===== config.mk =====
export PLATFORM = sky130hd
export DESIGN_NAME = mem_port_arbiter
export DESIGN_NICKNAME = d
export VERILOG_FILES = /design/src/rtl/mem_port_arbiter_pkg.sv /design/src/rtl/mem_port_arbiter_lat_timer.sv /design/src/rtl/mem_port_arbiter.sv
export SDC_FILE = /design/constraint.sdc
export NUM_CORES = 1
export LEC_CHECK = 0
export ABC_AREA = 1
export ABC_CLOCK_PERIOD_IN_PS = 1750
export CORE_AREA = 8 8 99 101
export CTS_CLUSTER_DIAMETER = 60
export DETAILED_ROUTE_END_ITERATION = 6
export DIE_AREA = 0 0 107 109
export PLACE_DENSITY = 0.74
export SETUP_SLACK_MARGIN = 0.15
export SLEW_MARGIN = 15
export SYNTH_ARGS = -nofsm -noshare
export SYNTH_HDL_FRONTEND = slang
export SYNTH_HIERARCHICAL = 1
export SYNTH_SLANG_ARGS = --single-unit

===== constraint.sdc =====
create_clock -name clk -period 1.75 [get_ports clk]
set_input_delay 0.35 -clock clk [delete_from_list [all_inputs] [get_ports clk]]
set_output_delay 0.35 -clock clk [all_outputs]
set_load 0.01 [all_outputs]

===== src/rtl/mem_port_arbiter_pkg.sv =====
// Shared types and constants for the IF/MEM memory-port arbiter.
package mem_port_arbiter_pkg;

    typedef enum logic [1:0] {
        IDLE    = 2'd0,
        IF_WAIT = 2'd1,
        DM_WAIT = 2'd2
    } arb_state_e;

    localparam int MEM_LAT_DEFAULT = 2;

    function automatic int lat_cnt_width(input int lat);
        return $clog2(lat + 1);
    endfunction

    localparam int         LAT_CNT_W = lat_cnt_width(MEM_LAT_DEFAULT);
    localparam logic [3:0] W_EN_LOAD = 4'b0000;

endpackage


===== src/rtl/mem_port_arbiter_lat_timer.sv =====
// mem_lat_timer: a start pulse loads MEM_LAT, and done pulses in the cycle
// that lies exactly MEM_LAT cycles after start.
module mem_lat_timer
    import mem_port_arbiter_pkg::*;
#(
    parameter int MEM_LAT = MEM_LAT_DEFAULT
) (
    input  logic clk,
    input  logic rst_n,
    input  logic start,
    output logic done
);

    localparam int               CNT_W    = lat_cnt_width(MEM_LAT);
    localparam logic [CNT_W-1:0] LOAD_VAL = CNT_W'(MEM_LAT);

    logic [CNT_W-1:0] cnt_reg;

    // The counter reads MEM_LAT one cycle after start, so a value of 1 marks
    // the cycle that lies MEM_LAT cycles after the issue.
    always_ff @(posedge clk) begin
        if (!rst_n) begin
            cnt_reg <= '0;
        end else if (start) begin
            cnt_reg <= LOAD_VAL;
        end else if (cnt_reg != '0) begin
            cnt_reg <= cnt_reg - CNT_W'(1);
        end
    end

    assign done = (cnt_reg == CNT_W'(1));

endmodule


===== src/rtl/mem_port_arbiter.sv =====
// Arbitrates one fixed-latency memory port between fetch (IF) and load/store (MEM).
// Optional MEM_ARB_PERF_EN adds saturating stall-cycle performance counters.
module mem_port_arbiter
    import mem_port_arbiter_pkg::*;
#(
    parameter int ADDR_W  = 32,
    parameter int DATA_W  = 32,
    parameter int MEM_LAT = MEM_LAT_DEFAULT
) (
    input  logic              clk,
    input  logic              rst_n,
    input  logic              if_req,
    input  logic [ADDR_W-1:0] if_addr,
    input  logic              if_flush,
    output logic              if_valid,
    output logic [DATA_W-1:0] if_rdata,
    input  logic              dm_req,
    input  logic [ADDR_W-1:0] dm_addr,
    input  logic [3:0]        dm_w_en,
    input  logic [DATA_W-1:0] dm_wdata,
    output logic              dm_done,
    output logic [DATA_W-1:0] dm_rdata,
    output logic              fetch_stall,
    output logic              mem_stall,
    output logic              mem_req,
    output logic [ADDR_W-1:0] mem_addr,
    output logic [3:0]        mem_w_en,
    output logic [DATA_W-1:0] mem_wdata,
    input  logic [DATA_W-1:0] mem_rdata
`ifdef MEM_ARB_PERF_EN
    ,
    output logic [31:0]       perf_if_stall_cnt,
    output logic [31:0]       perf_dm_stall_cnt
`endif
);

    arb_state_e state_reg;
    logic       discard_reg;
    logic       in_idle;
    logic       issue_dm;
    logic       issue_if;
    logic       lat_done;

    // Every output is qualified by rst_n so nothing leaks out while reset is held.
    assign in_idle  = rst_n && (state_reg == IDLE);
    assign issue_dm = in_idle && dm_req;
    assign issue_if = in_idle && !dm_req && if_req && !if_flush;

    assign mem_req   = issue_dm || issue_if;
    assign mem_addr  = issue_dm ? dm_addr : (issue_if ? if_addr : '0);
    assign mem_w_en  = issue_dm ? dm_w_en : W_EN_LOAD;
    assign mem_wdata = issue_dm ? dm_wdata : '0;

    mem_lat_timer #(
        .MEM_LAT (MEM_LAT)
    ) u_lat_timer (
        .clk   (clk),
        .rst_n (rst_n),
        .start (mem_req),
        .done  (lat_done)
    );

    // A flush landing in the completion cycle itself must also kill the response.
    assign dm_done  = rst_n && (state_reg == DM_WAIT) && lat_done;
    assign if_valid = rst_n && (state_reg == IF_WAIT) && lat_done
                      && !discard_reg && !if_flush;
    assign dm_rdata = dm_done  ? mem_rdata : '0;
    assign if_rdata = if_valid ? mem_rdata : '0;

    assign mem_stall   = rst_n && dm_req && !dm_done;
    assign fetch_stall = mem_stall || (rst_n && if_req && !if_valid);

    always_ff @(posedge clk) begin
        if (!rst_n) begin
            state_reg   <= IDLE;
            discard_reg <= 1'b0;
        end else begin
            case (state_reg)
                IDLE: begin
                    discard_reg <= 1'b0;
                    if (issue_dm) begin
                        state_reg <= DM_WAIT;
                    end else if (issue_if) begin
                        state_reg <= IF_WAIT;
                    end
                end
                IF_WAIT: begin
                    if (lat_done) begin
                        state_reg   <= IDLE;
                        discard_reg <= 1'b0;
                    end else if (if_flush) begin
                        discard_reg <= 1'b1;
                    end
                end
                DM_WAIT: begin
                    if (lat_done) begin
                        state_reg <= IDLE;
                    end
                end
                default: begin
                    state_reg   <= IDLE;
                    discard_reg <= 1'b0;
                end
            endcase
        end
    end

`ifdef MEM_ARB_PERF_EN
    logic [1:0]       stall_vec;
    logic [1:0][31:0] perf_cnt;

    assign stall_vec = {mem_stall, fetch_stall};

    for (genvar gi = 0; gi < 2; gi++) begin : g_perf
        logic [31:0] cnt_reg;

        always_ff @(posedge clk) begin
            if (!rst_n) begin
                cnt_reg <= '0;
            end else if (stall_vec[gi] && (cnt_reg != 32'hFFFF_FFFF)) begin
                cnt_reg <= cnt_reg + 32'd1;
            end
        end

        assign perf_cnt[gi] = cnt_reg;
    end

    assign perf_if_stall_cnt = perf_cnt[0];
    assign perf_dm_stall_cnt = perf_cnt[1];
`else
    // Without performance counters the arbiter carries no extra state.
`endif

endmodule


; Yosys cells after proc, flatten, opt, wreduce, memory -nomap -nowiden
; Cells that the tools add are included.
[totals]
ff_bits = 5
latchBits = 0
ram_bits = 0
mem_bits_ro = 0
input_bits = 137
elab_cells = 57
n_memories = 0
[classes]
addsub = 1
mul = 0
div_mod_pow = 0
n_lt_le_gt_ge = 0
eq_ne = 6
n_shift = 0
mux = 15
n_bitwise = 2
reduce_logical = 29
[ops]
columns = operator, n
row1 = two-way mux 32 bit, 5
row2 = logical AND 1 bit, 15
row3 = two-way mux 2 bit, 5
row4 = != test 3 bit (second input constant), 2
row5 = logical NOT 1 bit, 5
row6 = == test 2 x 1 -> 1 bit (second input constant), 2
row7 = two-way mux 4 bit, 1
row8 = one-hot mux 2 bit (2 select lines), 1
row9 = AND reduction 2 bit, 2
row10 = nonzero test 2 bit, 2
row11 = OR reduction 2 bit, 2
row12 = == test 2 bit (second input constant), 1
row13 = logical NOT 2 bit, 1
row14 = logical OR 1 bit, 2
row15 = two-way mux 1 bit, 2
row16 = != test 2 x 1 -> 1 bit (second input constant), 1
row17 = NOT 1 bit, 2
row18 = one-hot mux 1 bit (2 select lines), 1
row19 = subtractor 2 x 1 -> 2 bit (second input constant), 1

; Longest topological paths before layout
[logic_depth]
depth_word = 8
ltp_mapped = 10

; Hierarchy
; The synthesis kept the hierarchy.
[modules_own_cells]
columns = module, instances, cells_per_inst, area_per_inst_um2
row1 = mem_port_arbiter, 1, 325, 1416.4
row2 = mem_lat_timer, 1, 11, 78.8

; Least setup slack after synthesis
; OpenSTA, ideal clock, no wires.
[synth_path]
path_kind = register -> output
from = register u_lat_timer.cnt_reg[0]
to = output dm_rdata[10]
t_arrival_ns = 1.234
required_ns = 1.400
path_slack_ns = 0.166
path_stages_with_launch = 8
path_buffers = 1
path_cell_list = dfxtp_1 inv_1 nor2_1 inv_1 nor3_4 inv_2 buf_6 nor2_1
[synth_via]
elab_chain_len = 3
[synth_rtl]
columns = item, line
row1 = from (decl), mem_port_arbiter_lat_timer.sv:17  ; logic [CNT_W-1:0] cnt_reg;
row2 = from (signal assigned), mem_port_arbiter_lat_timer.sv:27  ; cnt_reg <= cnt_reg - CNT_W'(1);
row3 = == test 2 x 1 -> 1 bit, mem_port_arbiter_lat_timer.sv:31  ; assign done = (cnt_reg == CNT_W'(1));
row4 = net lat_done, mem_port_arbiter.sv:42  ; logic lat_done;
row5 = logical AND 1 bit, mem_port_arbiter.sv:64  ; assign dm_done = rst_n && (state_reg == DM_WAIT) && lat_done;
row6 = net dm_done, mem_port_arbiter.sv:21  ; output logic dm_done,
row7 = two-way mux 32 bit, mem_port_arbiter.sv:67  ; assign dm_rdata = dm_done ? mem_rdata : '0;
row8 = to (decl), mem_port_arbiter.sv:22  ; output logic [DATA_W-1:0] dm_rdata,
; The timed path passes the listed nets, and every way through them passes these cells.

; Worst setup path after layout
[layout_path]
from = register state_reg[0]
to = output if_rdata[22]
[layout_via]
elab_chain_len = 6
[layout_rtl]
columns = item, line
row1 = from (decl), mem_port_arbiter.sv:37  ; arb_state_e state_reg;
row2 = from (signal assigned), mem_port_arbiter.sv:75  ; state_reg <= IDLE;
row3 = from (signal assigned), mem_port_arbiter.sv:82  ; state_reg <= DM_WAIT;
row4 = from (signal assigned), mem_port_arbiter.sv:84  ; state_reg <= IF_WAIT;
row5 = == test 2 x 1 -> 1 bit, mem_port_arbiter.sv:65  ; assign if_valid = rst_n && (state_reg == IF_WAIT) && lat_done
row6 = logical AND 1 bit (2 in series), mem_port_arbiter.sv:65
row7 = logical AND 1 bit (2 in series), mem_port_arbiter.sv:66  ; && !discard_reg && !if_flush;
row8 = two-way mux 32 bit, mem_port_arbiter.sv:68  ; assign if_rdata = if_valid ? mem_rdata : '0;
row9 = to (decl), mem_port_arbiter.sv:16  ; output logic [DATA_W-1:0] if_rdata,
; No other way between the ends.

==> metrics.cfg <==
[setup_path]
crit_family = buffers and inverters
crit_chain = buf_12, ha_4, nand4_1, buf_6, clkbuf_16, nor2_2, buf_2
crit_path_start_kind = flip-flop
cpPeakStageDelay_ns = 0.36
worst_path_max_delay_cell = dfxtp_4
arrival_ns = 1.67
worst-path-buf-inv = 4
cp_max_fo = 8
criticalPathCategory = flip-flop to primary output
end_kind = primary output
critPathRequiredTime_ns = 1.40

[layout]
diodes = 0
final_nets = 785
fin_util_pct = 62.5
syn2layout_area_growth_pct = 250
drive_gt1_share_pct = 46.4
fin_cells = 752

[cts]
root_buffer = clkbuf_8
numCtsBuffers = 3
clock_path_buffers = 2
numClockSinks = 5
htree_levels = 1
cts_tree = yes
clk_pin_slew_ns = 0.04
worstSkewPairLatency_ns = 0.23

[job]
drv_cap = 0

[routing]
wl_per_cell_um = 16.6
drc = 0
drtAntennaViolNets = 0
dr.pass1.iters = 7
vias = 3162
routed_via_density = 4.20
routed_wl_um = 12500
drtIter0Drc = 88

[synthesis]
synthesis.area_um2 = 1500
synth.distinct_cells = 17
yosysSeqAreaShare_pct = 6.69
syn_avg_cell_area_um2 = 4.45
synth.area.mux_share_pct = 0
synth_compound_area_share_pct = 2.59
synth_top_area_share_pct = 26.4
yosys-top-cells-area = nor2_1 26%, inv_1 20%, nand2_1 19%
yosys.area_share.adder_pct = 2.51
syn-num-nets = 476
yosys.area_share.simple_pct = 60.0
yosysTopAreaCell = nor2_1
synthCells = 336
synth_top_family_by_area = simple AND/OR/NAND/NOR gates
synth.ff_latch_count = 5
yosys.area_share.xor_xnor_pct = 0
ys_warn_count = 6

[grt]
grt_pass1_vias = 3158
antenna_found_initial = 0
grt_pass1_wl_um = 16300
use_met2_pct = 36.5
gr-total-overflow = 0
grt_max_degree = 38
busiest_layer = met2
use_met1_pct = 16.6
grtUsageTotal_pct = 17.6
met3_usage_pct = 5.91

[placed_design]
gp_congestion = 0.810
io_buffers = 273
dp_cells = 717
dp_hpwl_um = 9200

[timing]
slew_violations = 0
period_share_pct = 116
rsz0062_at_grt = true
fin_skew_ns = 0.00275
relSlewSlack_pct = 82.2
worst_slew_pin_slew_ns = 0.266
min_period_ns = 2.02
setup_viol_count_final = 137
finalWorstSetupSlack_ns = -0.273
fin_setup_tns_ns = -20.59
hold_violations = 0
fmax_mhz = 494

[power]
power_density_nw_per_um2 = 244
intPower_mw = 0.819
p_switching_mw = 0.459
switching_share_pct = 35.9
p_comb_share_pct = 73.0
clkPwrFrac_pct = 17.1
ir_drop_uv = 218
sequentialPowerShare_pct = 9.9
leakagePower_nw = 2.70

[floorplanning]
core_area_um2 = 8380
start_util_pct = 17.8
floorplan.rows = 34
dieArea_um2 = 11700
io_pins = 274
fp.dieH_um = 109
die_w_um = 107

[status]
status = complete, but fails checks
failed_checks = setup timing

[hold_path]
hold_class = input port to flip-flop

==> layer usage <==
layer,part of all wire (%),up-vias
li1,-,1586
met1,34,1417
met2,57,151
met3,8.3,8
met4,0.75,0
met5,0,-
==> per-stage QoR <==
stage	setup WS [ns]	area, um2	total power, mW	hold WS (ns)
3_3_place_gp	-0.766	4440	0.920	0.445
6_report	-0.273	5240	1.28	0.465
2_1_floorplan	0.166	1500	0.365	0.427
3_5_place_dp	-0.857	4440	0.932	0.463
4_1_cts	-0.264	4450	1.16	0.472
5_1_grt	-0.312	5240	1.36	0.483
==> cell usage in the layout (no fill, tap or decap), drive strengths merged <==
master and n:
nand3 35, nor3 2, clkdlybuf4s50 132, inv 81, dlymetal6s2s 1, dlygate4sd2 7
clkdlybuf4s15 27, ha 3, clkbuf 12, nand2 77, clkinvlp 1, clkinv 1
nor2 106, nand4 1, buf 146, dfxtp 5, a21oi 6, o21ai 1
==> worst register-to-register path: cells and delay by family, from the launching register on <==
kind | cells | cell delay (ns)
compound gates | 1 | 0.05
fa+ha+maj | 1 | 0.17
buf+inv | 4 | 0.46
flops | 1 | 0.35
simple gates | 4 | 0.34
==> power by group through the flow <==
stage	logic [mW]	clock network, mW	registers [mW]
3_3_place_gp	0.796	0	0.124
3_5_place_dp	0.807	0	0.125
5_1_grt	1.00	0.237	0.127
2_1_floorplan	0.240	0	0.124
6_report	0.933	0.218	0.127
4_1_cts	0.817	0.221	0.125
==> kinds of logic after synthesis <==
| family | count (synthesis) |
|---|---|
| adder cells (fa/ha/maj) | 3 |
| flip-flops | 5 |
| AND/OR/NAND/NOR | 221 |
| buffers and inverters | 100 |
| AO/OA/AOI/OAI | 7 |
==> layout make-up <==
cell class                 instances  area [um2]
fill                             739        3140
timing repair inverter             2        18.8
clock inverter                     1        5.00
inverter                          80         318
sequential                         5         109
timing repair buffer             322        3160
clock buffer                       3        41.3
tap                              108         135
multi-input combinational        231        1450
==> synth_stat cells <==
library cell / instances
inv_1: 78
buf_6: 3
nand3_1: 35
nor3_4: 1
a21oi_1: 5
dfxtp_1: 5
buf_4: 1
nor2_1: 105
nor3_1: 1
a21oi_2: 1
nor2_4: 1
buf_2: 16
o21ai_0: 1
ha_1: 3
nand2_1: 77
inv_2: 2
nand4_1: 1
==> final timing paths <==
path	startpoint	end	slack [ns]	cells past startpoint
setup / recovery	state_reg[0]	if_rdata[22]	-0.27	7
hold / removal	rst_n	u_lat_timer/cnt_reg[0]	0.47	3
setup reg to reg	state_reg[0]	state_reg[1]	0.26	10
hold reg to reg	u_lat_timer/cnt_reg[0]	u_lat_timer/cnt_reg[1]	0.48	2
==> what timing repair did <==
| action | CTS | global route |
|---|---|---|
| setup endpoints to repair | 139 | 139 |
| pin swaps | 6 | 28 |
| buffers inserted | 15 | 5 |
| gates cloned | 5 | 6 |
| endpoints found under the hold margin | 0 | 0 |
| hold buffers | 0 | 0 |
| resized for setup | 564 | 163 |
Power figures use the tool's default switching activity.
